--- src/rtl/uart_pkg.sv ---
// Shared FSM state encoding and parity-mode constants for the UART transmitter.
// No logic: types and constants only.
// No flow control of its own.
package uart_pkg;

  typedef enum logic [2:0] {
    IDLE,
    START,
    DATA,
    PARITY,
    STOP
  } tx_state_e;

  localparam int PARITY_NONE = 0;
  localparam int PARITY_EVEN = 1;
  localparam int PARITY_ODD  = 2;

endpackage

--- src/rtl/sync_fifo.sv ---
// Single-clock first-word-fall-through FIFO; head word visible on pop_data_out.
// Latency: a pushed word is visible at the head one cycle after the push edge.
// Backpressure: push ignored when full (even with a pop that cycle); pop ignored when empty.
module sync_fifo #(
  parameter int WIDTH = 8,
  parameter int DEPTH = 4
) (
  input  logic                     clk_in,
  input  logic                     rst_in,
  input  logic                     push_in,
  input  logic [WIDTH-1:0]         push_data_in,
  input  logic                     pop_in,
  output logic [WIDTH-1:0]         pop_data_out,
  output logic [$clog2(DEPTH):0]   count_out
);

  localparam int AW = $clog2(DEPTH);
  localparam logic [AW:0] FULL_CNT = (AW+1)'(DEPTH);

  logic [WIDTH-1:0] mem_q [DEPTH];
  logic [WIDTH-1:0] mem_d [DEPTH];
  logic [AW-1:0]    wr_ptr_q, wr_ptr_d;
  logic [AW-1:0]    rd_ptr_q, rd_ptr_d;
  logic [AW:0]      count_q, count_d;
  logic             do_push, do_pop;

  always_comb begin
    do_push  = push_in && (count_q != FULL_CNT);
    do_pop   = pop_in && (count_q != '0);
    mem_d    = mem_q;
    wr_ptr_d = wr_ptr_q;
    rd_ptr_d = rd_ptr_q;
    count_d  = count_q;
    // Pointers wrap naturally because DEPTH is a power of two.
    if (do_push) begin
      mem_d[wr_ptr_q] = push_data_in;
      wr_ptr_d        = wr_ptr_q + 1'b1;
    end
    if (do_pop) begin
      rd_ptr_d = rd_ptr_q + 1'b1;
    end
    case ({do_push, do_pop})
      2'b10:   count_d = count_q + 1'b1;
      2'b01:   count_d = count_q - 1'b1;
      default: count_d = count_q;
    endcase
  end

  always_ff @(posedge clk_in) begin
    if (rst_in) begin
      wr_ptr_q <= '0;
      rd_ptr_q <= '0;
      count_q  <= '0;
    end else begin
      wr_ptr_q <= wr_ptr_d;
      rd_ptr_q <= rd_ptr_d;
      count_q  <= count_d;
    end
  end

  // Storage needs no reset: count and pointers define what is valid.
  always_ff @(posedge clk_in) begin
    mem_q <= mem_d;
  end

  assign pop_data_out = mem_q[rd_ptr_q];
  assign count_out    = count_q;

endmodule

--- src/rtl/uart_transmit_fifo.sv ---
// Buffered UART transmitter (FIFO + serialiser); parity bit only with UART_TX_PARITY_EN defined.
// Latency: first start-bit cycle on tx_wire_out two edges after the accepting edge when idle.
// Backpressure: ready_out low while FIFO full; frames run back-to-back while words are queued.
module uart_transmit_fifo
  import uart_pkg::*;
#(
  parameter int INPUT_CLOCK_FREQ = 100_000_000,
  parameter int BAUD_RATE        = 9600,
  parameter int DATA_BITS        = 8,
  parameter int STOP_BITS        = 1,
  parameter int FIFO_DEPTH       = 4,
  parameter int PARITY_MODE      = 0
) (
  input  logic                          clk_in,
  input  logic                          rst_in,
  input  logic                          valid_in,
  input  logic [DATA_BITS-1:0]          data_in,
  output logic                          ready_out,
  output logic                          busy_out,
  output logic [$clog2(FIFO_DEPTH):0]   fifo_count_out,
  output logic                          tx_wire_out
);

  localparam int BAUD_BIT_PERIOD = INPUT_CLOCK_FREQ / BAUD_RATE;
  localparam int CW   = $clog2(BAUD_BIT_PERIOD);
  localparam int IW   = $clog2(DATA_BITS);
  localparam int CNTW = $clog2(FIFO_DEPTH) + 1;

  localparam logic [CW-1:0]   BAUD_LAST = CW'(BAUD_BIT_PERIOD - 1);
  localparam logic [IW-1:0]   DATA_LAST = IW'(DATA_BITS - 1);
  localparam logic [IW-1:0]   STOP_LAST = IW'(STOP_BITS - 1);
  localparam logic [CNTW-1:0] FULL_CNT  = CNTW'(FIFO_DEPTH);

`ifdef UART_TX_PARITY_EN
  localparam bit   HAS_PARITY = (PARITY_MODE != PARITY_NONE);
  localparam logic ODD_FLIP   = (PARITY_MODE == PARITY_ODD);
  logic parity_q, parity_d;
`else
  if (PARITY_MODE < PARITY_NONE || PARITY_MODE > PARITY_ODD) begin : g_bad_parity_mode
    $error("PARITY_MODE must be 0, 1 or 2");
  end
`endif

  tx_state_e          state_q, state_d;
  logic [CW-1:0]      baud_cnt_q, baud_cnt_d;
  logic [IW-1:0]      bit_idx_q, bit_idx_d;
  logic [DATA_BITS-1:0] shift_q, shift_d;
  logic               tx_q, tx_d;

  logic [DATA_BITS-1:0] fifo_dat;
  logic [CNTW-1:0]      fifo_cnt;
  logic                 fifo_push, fifo_pop;
  logic                 fifo_empty, bit_end, load;

  assign ready_out = (fifo_cnt < FULL_CNT);
  assign fifo_push = valid_in && ready_out;

  sync_fifo #(
    .WIDTH (DATA_BITS),
    .DEPTH (FIFO_DEPTH)
  ) u_sync_fifo (
    .clk_in       (clk_in),
    .rst_in       (rst_in),
    .push_in      (fifo_push),
    .push_data_in (data_in),
    .pop_in       (fifo_pop),
    .pop_data_out (fifo_dat),
    .count_out    (fifo_cnt)
  );

  always_comb begin
    fifo_empty = (fifo_cnt == '0);
    bit_end    = (baud_cnt_q == BAUD_LAST);
    state_d    = state_q;
    baud_cnt_d = bit_end ? '0 : baud_cnt_q + 1'b1;
    bit_idx_d  = bit_idx_q;
    shift_d    = shift_q;
    load       = 1'b0;
    fifo_pop   = 1'b0;
`ifdef UART_TX_PARITY_EN
    parity_d   = parity_q;
`endif

    case (state_q)
      IDLE: begin
        baud_cnt_d = '0;
        load       = !fifo_empty;
      end
      START: begin
        if (bit_end) begin
          state_d   = DATA;
          bit_idx_d = '0;
        end
      end
      DATA: begin
        if (bit_end) begin
          shift_d = shift_q >> 1;
          if (bit_idx_q == DATA_LAST) begin
            bit_idx_d = '0;
`ifdef UART_TX_PARITY_EN
            state_d   = HAS_PARITY ? PARITY : STOP;
`else
            state_d   = STOP;
`endif
          end else begin
            bit_idx_d = bit_idx_q + 1'b1;
          end
        end
      end
`ifdef UART_TX_PARITY_EN
      PARITY: begin
        if (bit_end) begin
          state_d = STOP;
        end
      end
`endif
      STOP: begin
        if (bit_end) begin
          if (bit_idx_q == STOP_LAST) begin
            state_d = IDLE;
            load    = !fifo_empty;
          end else begin
            bit_idx_d = bit_idx_q + 1'b1;
          end
        end
      end
      default: state_d = IDLE;
    endcase

    // Popping straight out of the last stop bit keeps frames gap-free.
    if (load) begin
      fifo_pop   = 1'b1;
      state_d    = START;
      shift_d    = fifo_dat;
      bit_idx_d  = '0;
      baud_cnt_d = '0;
`ifdef UART_TX_PARITY_EN
      parity_d   = (^fifo_dat) ^ ODD_FLIP;
`endif
    end

    // The line is re-registered from the current state, so it trails the FSM by one cycle.
    case (state_q)
      START:   tx_d = 1'b0;
      DATA:    tx_d = shift_q[0];
`ifdef UART_TX_PARITY_EN
      PARITY:  tx_d = parity_q;
`endif
      default: tx_d = 1'b1;
    endcase
  end

  always_ff @(posedge clk_in) begin
    if (rst_in) begin
      state_q    <= IDLE;
      baud_cnt_q <= '0;
      bit_idx_q  <= '0;
      shift_q    <= '0;
      tx_q       <= 1'b1;
    end else begin
      state_q    <= state_d;
      baud_cnt_q <= baud_cnt_d;
      bit_idx_q  <= bit_idx_d;
      shift_q    <= shift_d;
      tx_q       <= tx_d;
    end
  end

`ifdef UART_TX_PARITY_EN
  always_ff @(posedge clk_in) begin
    if (rst_in) begin
      parity_q <= 1'b0;
    end else begin
      parity_q <= parity_d;
    end
  end
`endif

  assign busy_out       = (state_q != IDLE) || !fifo_empty;
  assign fifo_count_out = fifo_cnt;
  assign tx_wire_out    = tx_q;

endmodule
--- config.mk ---
export PLATFORM = sky130hd
export DESIGN_NAME = uart_transmit_fifo
export DESIGN_NICKNAME = d
export VERILOG_FILES = /design/src/rtl/uart_pkg.sv /design/src/rtl/sync_fifo.sv /design/src/rtl/uart_transmit_fifo.sv
export SDC_FILE = /design/constraint.sdc
export NUM_CORES = 1
export LEC_CHECK = 0
export BUFFER_PORTS_ARGS = -buffer_cell sky130_fd_sc_hd__buf_4
export CORE_MARGIN = 2
export CORE_UTILIZATION = 60
export CTS_BUF_LIST = sky130_fd_sc_hd__clkbuf_16
export DETAILED_ROUTE_END_ITERATION = 12
export PLACE_DENSITY = 0.79
export RECOVER_POWER = 25
export REMOVE_ABC_BUFFERS = 1
export SETUP_SLACK_MARGIN = 0.5
export SYNTH_ARGS = -nofsm -noshare
export SYNTH_HDL_FRONTEND = slang
export SYNTH_SLANG_ARGS = --single-unit
--- constraint.sdc ---
create_clock -name clk_in -period 2.8 [get_ports clk_in]
set_input_delay 0.56 -clock clk_in [delete_from_list [all_inputs] [get_ports clk_in]]
set_output_delay 0.56 -clock clk_in [all_outputs]
set_load 0.1 [all_outputs]
After elaboration in Yosys (flattened, before gate mapping)
Cells that the tools add are included.
- input bits: 11
- bits in registers: 68
- bitwise gates (word level): 3
- equality and inequality tests: 20
- reduce and logical (&&, ||, !) cells: 21
- order comparisons: 4
- muxes and demuxes: 28
- add/subtract/negate cells: 6
- operators by type and width (operator ; count):
    $mux 8 ; 6
    $bwmux 32 ; 1
    $mux 3 ; 10
    $ne 3x3->1 const B ; 6
    $bmux 8 s2 ; 1
    $demux 8 s2 ; 1
    $add 14x1->14 const B ; 1
    $eq 14x14->1 const B ; 1
    $ne 2x2->1 const B ; 7
    $pmux 3 s4 ; 1
    $reduce_and 6->1 ; 2
    $logic_not 3->1 ; 3
    $pmux 3 s3 ; 1
    $reduce_bool 3->1 ; 3
    $add 3x1->3 const B ; 2
    $eq 3x3->1 const B ; 2
    $ge 3x3->1 const B ; 2
    $not 2->3 ; 2
    $pmux 3 s2 ; 1
    $reduce_bool 2->1 ; 3
    $reduce_and 5->1 ; 1
    $add 2x1->2 const B ; 2
    $logic_and 1x1->1 ; 4
    $mux 1 ; 4
    other kinds (14) ; 15

Depth between registers and ports, before layout
- depth after elaboration: 9
- gate-level depth with buffers: 12
- mapped depth without buffers: 12

By module
A second synthesis with hierarchy kept.
- cells, all modules: 258
- area, all modules: 3070.4 um^2
- modules (own cells, without submodules) (module ; area each (um^2) ; sequential area each (um^2) ; cells an instance ; instances):
    sync_fifo ; 1595.3 ; 1101.1 ; 89 ; 1
    uart_transmit_fifo ; 1475.2 ; 580.6 ; 169 ; 1

Least setup slack after synthesis
Ideal clock, no wire load.
- kind: reg-to-reg
- start: reg u_sync_fifo.count_q[0] (netlist: u_sync_fifo.count_out[0])
- end: reg u_sync_fifo.count_q[2] (netlist: u_sync_fifo.count_out[2])
- arrival time: 2.948 ns
- cell stages (with the launch flop): 11
- required time: 2.729 ns
- path slack: -0.219 ns
- period minus slack after synthesis: 3.019 ns
- path through: dfxtp_1 > nor3_1 > a2111oi_4 > o21ai_4 > inv_1 > ha_1 > inv_1 > fa_1 > xor2_1 > or3_1 > a21oi_1
- cells in the longest elaborated chain, start to end: 9
- elaborated cells between the ends (all ways): 18
- classes of those cells: 2 x add/sub; 1 x order compare; 3 x eq/ne; 5 x mux; 7 x reduce/logical
- RTL lines (element ; line ; text):
    from (decl) ; sync_fifo.sv:24 ; logic [AW:0] count_q, count_d;
    from (signal assigned) ; sync_fifo.sv:57 ; count_q <= count_d;
    $logic_not 3->1 ; uart_transmit_fifo.sv:72 ; fifo_empty = (fifo_cnt == '0);
    $logic_not 1->1 ; uart_transmit_fifo.sv:87, uart_transmit_fifo.sv:121 ;
    $mux 1 ; uart_transmit_fifo.sv:119 ; if (bit_idx_q == STOP_LAST) begin
    $mux 1 ; uart_transmit_fifo.sv:118 ; if (bit_end) begin
    $pmux 1 s2 ; uart_transmit_fifo.sv:84 ; case (state_q)
    $mux 1 ; uart_transmit_fifo.sv:131 ; if (load) begin
    $logic_and 1x1->1 (*) ; sync_fifo.sv:29 ; do_pop = pop_in && (count_q != '0);
    net u_sync_fifo.do_pop ; sync_fifo.sv:25 ; logic do_push, do_pop;
    $eq 2x1->1 / $eq 2x2->1 (equally long branches) ; sync_fifo.sv:42 ; case ({do_push, do_pop})
    $pmux 3 s2 / $reduce_bool 2->1 (equally long branches) ; n/a ;
Mark *: on every way through the listed nets, which the timed path passes. The rest lies on a longest branch.
A chain may end at the register's enable or synchronous reset.

Final worst setup path
- start: reg baud_cnt_q[1]
- end: reg u_sync_fifo.count_q[2] (netlist: u_sync_fifo.count_out[2])
- cells in the longest elaborated chain, start to end: 7
- elaborated cells between the ends (all ways): 9
- classes of those cells: 3 x eq/ne; 4 x mux; 2 x reduce/logical
- RTL lines (element ; line ; text):
    from (decl) ; uart_transmit_fifo.sv:45 ; logic [CW-1:0] baud_cnt_q, baud_cnt_d;
    from (signal assigned) ; uart_transmit_fifo.sv:162 ; baud_cnt_q <= baud_cnt_d;
    $eq 14x14->1 (*) ; uart_transmit_fifo.sv:73 ; bit_end = (baud_cnt_q == BAUD_LAST);
    $mux 1 (*) ; uart_transmit_fifo.sv:118 ;
    $pmux 1 s2 (*) ; uart_transmit_fifo.sv:84 ;
    $mux 1 (*) ; uart_transmit_fifo.sv:131 ;
    $logic_and 1x1->1 (*) ; sync_fifo.sv:29 ;
    net u_sync_fifo.do_pop ; sync_fifo.sv:25 ;
    $eq 2x1->1 / $eq 2x2->1 (equally long branches) ; sync_fifo.sv:42 ;
    $pmux 3 s2 / $reduce_bool 2->1 (equally long branches) ; n/a ;
Marked as above.

==> results.md <==
- Status: completed
- Fmax: 417 MHz
- Setup crit start kind: flip-flop
- Count leader, synth: nor2_1
- PortBufs: 16
- Drt pass-1 iters: 4
- Proportion of layout cells with a drive suffix above 1: 20.8%
- Worst Path Max Fanout: 4
- Die X: 74.6 um
- Final hold vios: 0
- Vias post-DR: 1904
- Max IR drop VDD: 0.685 mV
- Biggest area consumer among synthesized cells: edfxtp_1
- CP Class: flip-flop to flip-flop
- CTS max path bufs: 2
- Clk pin slew, worst setup/hold paths: 60 ps
- Seq/Total Area, Yosys: 56.2%
- Top cell family by delay on the critical path: simple AND/OR/NAND/NOR gates
- EDFF count, synth: 32
- Ys async rst share: 0%
- Slew @ Worst Pin: 688 ps
- Total Routing Usage GR: 22.7%
- Antenna Cells: 0
- Mapped Area: 2990 um2
- RD Place Congestion: 0.793
- Top-area cell type share of the netlist area: 32.1%
- Core area: 4750 um2
- Hold Path Class: flip-flop to flip-flop
- Number of buffers and inverters on the critical path: 2
- Worst R2R Path Depth: 11
- Critical path cell sequence: ha_2 -> and3_4 -> and4_4 -> o21ai_4 -> inv_2 -> ha_4 -> inv_1 -> fa_2 -> xor2_1 -> or3_1 -> a21oi_2
- GR Overflow Total: 0
- Clk_lat worst skew: 330 ps
- Worst path depth: 11
- Reg area: 1690 um2
- Ports: 17
- Ys flop type: dfxtp_1
- Total Die Area: 5560 um2
- Hold Path Stages: 1
- PD cells: 1030 nW/um2
- Number of buffers created by CTS: 9
- Top post-synthesis cells by area: edfxtp_1 32%, dfxtp_1 24%, mux4_2 6.0%
- CP Data Arrival Time: 2660 ps
- Slowest cell on crit path: fa_2
- CTS Root Cell: clkbuf_16
- TritonCTS clock tree: built
- Largest stage delay, worst path: 360 ps
- Fin crit share: 85.7%
- Synth warn: 0
- Max-slew headroom: 54.1%
- Netlist cell types: 40
- Most frequent cells after synthesis: 39 x nor2_1, 36 x dfxtp_1, 32 x edfxtp_1, 12 x inv_1, 12 x mux2i_1
- Final setup viols: 0
- Clock Skews: 5.33 ps
- Pwr Total: 0.00362 W
- H-tree depth: 3
- Leak: 1.29 nW
- Maxcap violations: 0
- First-pass GRT wire length: 8970 um
- Routed WL: 5320 um
- Final worst slack: 400 ps
- Row count: 25
- Largest net degree at the start of global routing: 21
- Crit path time final: 2400 ps
- Pre-CTS setup slack: 173 ps
- Initial antenna violation count: 0
- Unrepaired setup endpoints after global routing: true
- Worst path required time: 3060 ps
- Fin. max-slew vios: 0
- Syn Inst Count: 246
- Avg Vias per Cell: 5.58
- Post-DP HPWL: 3280 um
- Syn Area/Cell: 12.2 um2
- Multi-input gate area: 1230 um2
- Die Ht: 74.6 um
- DRC viols: 0
- Wire length per cell: 15.6 um
- Synth Register Bits: 68
- Number of global-route vias before repair: 1903
- Nets@finish: 290
- Starting density of the core: 62.9%
- Routed Antenna Nets: 0
- Initial DRC Count: 139
- Hold buffers post-CTS: 0
- CP Capture Type: flip-flop
- Filler Cell Count: 334
- Layout area overhead: 17.4%
- Clock sink count: 68
==> cell type report <==
class | count | area share [%]
Clock inverter | 7 | 2.64
Multi-Input combinational cell | 155 | 35.2
Timing Repair Buffer | 23 | 4.06
Inverter | 12 | 1.28
Sequential cell | 68 | 48.0
Tap cell | 67 | 2.39
Clock buffer | 9 | 6.42
==> worst reg2reg max path: stages (launching register included) <==
cell	delay, ps
dfxtp_1	340
ha_2	190
and3_4	220
and4_4	270
o21ai_4	60
inv_2	90
ha_4	130
inv_1	50
fa_2	360
xor2_1	170
or3_1	330
a21oi_2	120
==> final timing paths <==
| kind | slack (ps) | start | end |
|---|---|---|---|
| max | 400 | baud_cnt_q[1]$_SDFF_PP0_ | u_sync_fifo.count_out[2]$_SDFFE_PP0P_ |
| min | 420 | baud_cnt_q[0]$_SDFF_PP0_ | baud_cnt_q[0]$_SDFF_PP0_ |
| max reg2reg | 400 | baud_cnt_q[1]$_SDFF_PP0_ | u_sync_fifo.count_out[2]$_SDFFE_PP0P_ |
| min reg2reg | 420 | baud_cnt_q[0]$_SDFF_PP0_ | baud_cnt_q[0]$_SDFF_PP0_ |
==> flip-flops by register name (all words and copies together) (netlist names) <==
| signal | cells |
|---|---|
| u_sync_fifo.mem_q | 32 |
| baud_cnt_q | 14 |
| shift_q | 8 |
| bit_idx_q | 3 |
| state_q | 3 |
| u_sync_fifo.count_out | 3 |
| u_sync_fifo.rd_ptr_q | 2 |
| u_sync_fifo.wr_ptr_q | 2 |
| tx_wire_out | 1 |
==> cells by family (layout without fill, tap and decap cells) <==
group	count (synthesis)	count (layout)	share of synthesized area, %
compound gates	24	24	6.28
xor+xnor	17	17	4.98
fa+ha+maj	10	10	4.44
buf+inv	23	51	3.60
flops	68	68	56.2
mux	20	20	10.0
simple gates	84	84	14.4
==> timing repair <==
| action | in CTS | in global routing |
|---|---|---|
| setup endpoints to repair | 2 | 3 |
| resized for setup | 10 | 3 |
| setup buffers | 6 | 0 |
| pin swaps | 6 | 0 |
==> metrics by stage <==
stage / hold WS (ps) / std cells / setup TNS [ps] / utilization (%) / cell area (um2)
after floorplan: 426 / 235 / -314 / - / 2930
after global placement: 441 / 319 / 0 / 66.0 / 3140
after detailed placement: 448 / 319 / 0 / 66.0 / 3140
after CTS: 421 / 341 / 0 / 74.3 / 3530
after global routing: 440 / 341 / 0 / 73.8 / 3510
final: 425 / 341 / 0 / 73.8 / 3510
==> routing by layer <==
metal	vias up	wire (um)	global-route usage, %
met5	-	0	0
met4	0	79	10.7
met3	6	249	8.40
met2	48	2630	36.3
met1	926	2360	27.5
li1	924	-	-
==> placed cells by master (no fill, tap or decap), types with 2 or more instances in the layout <==
cell type / n
nor3_1: 2
clkbuf_16: 9
dfxtp_1: 33
bufinv_16: 2
nand2_1: 6
a211oi_1: 7
mux4_2: 8
inv_1: 12
ha_1: 6
xnor2_1: 7
nor3b_1: 5
edfxtp_1: 32
buf_4: 15
a21oi_2: 2
xor2_1: 10
mux2i_1: 12
dfxtp_2: 3
and3_1: 3
clkbuf_1: 8
nand4_1: 2
nand2b_1: 2
clkinvlp_4: 2
a21oi_1: 8
and2_1: 4
or3_1: 3
nor2_1: 39
ha_2: 2
nand3_1: 9
==> power breakdown <==
group / leakage [nW] / switching [W] / internal [W]
Combinational: 0.545 / 0.000670 / 0.000425
Clock: 0.153 / 0.000405 / 0.000775
Sequential: 0.588 / 0.000146 / 0.00120
No activity file was read; power rests on OpenSTA's default activity.
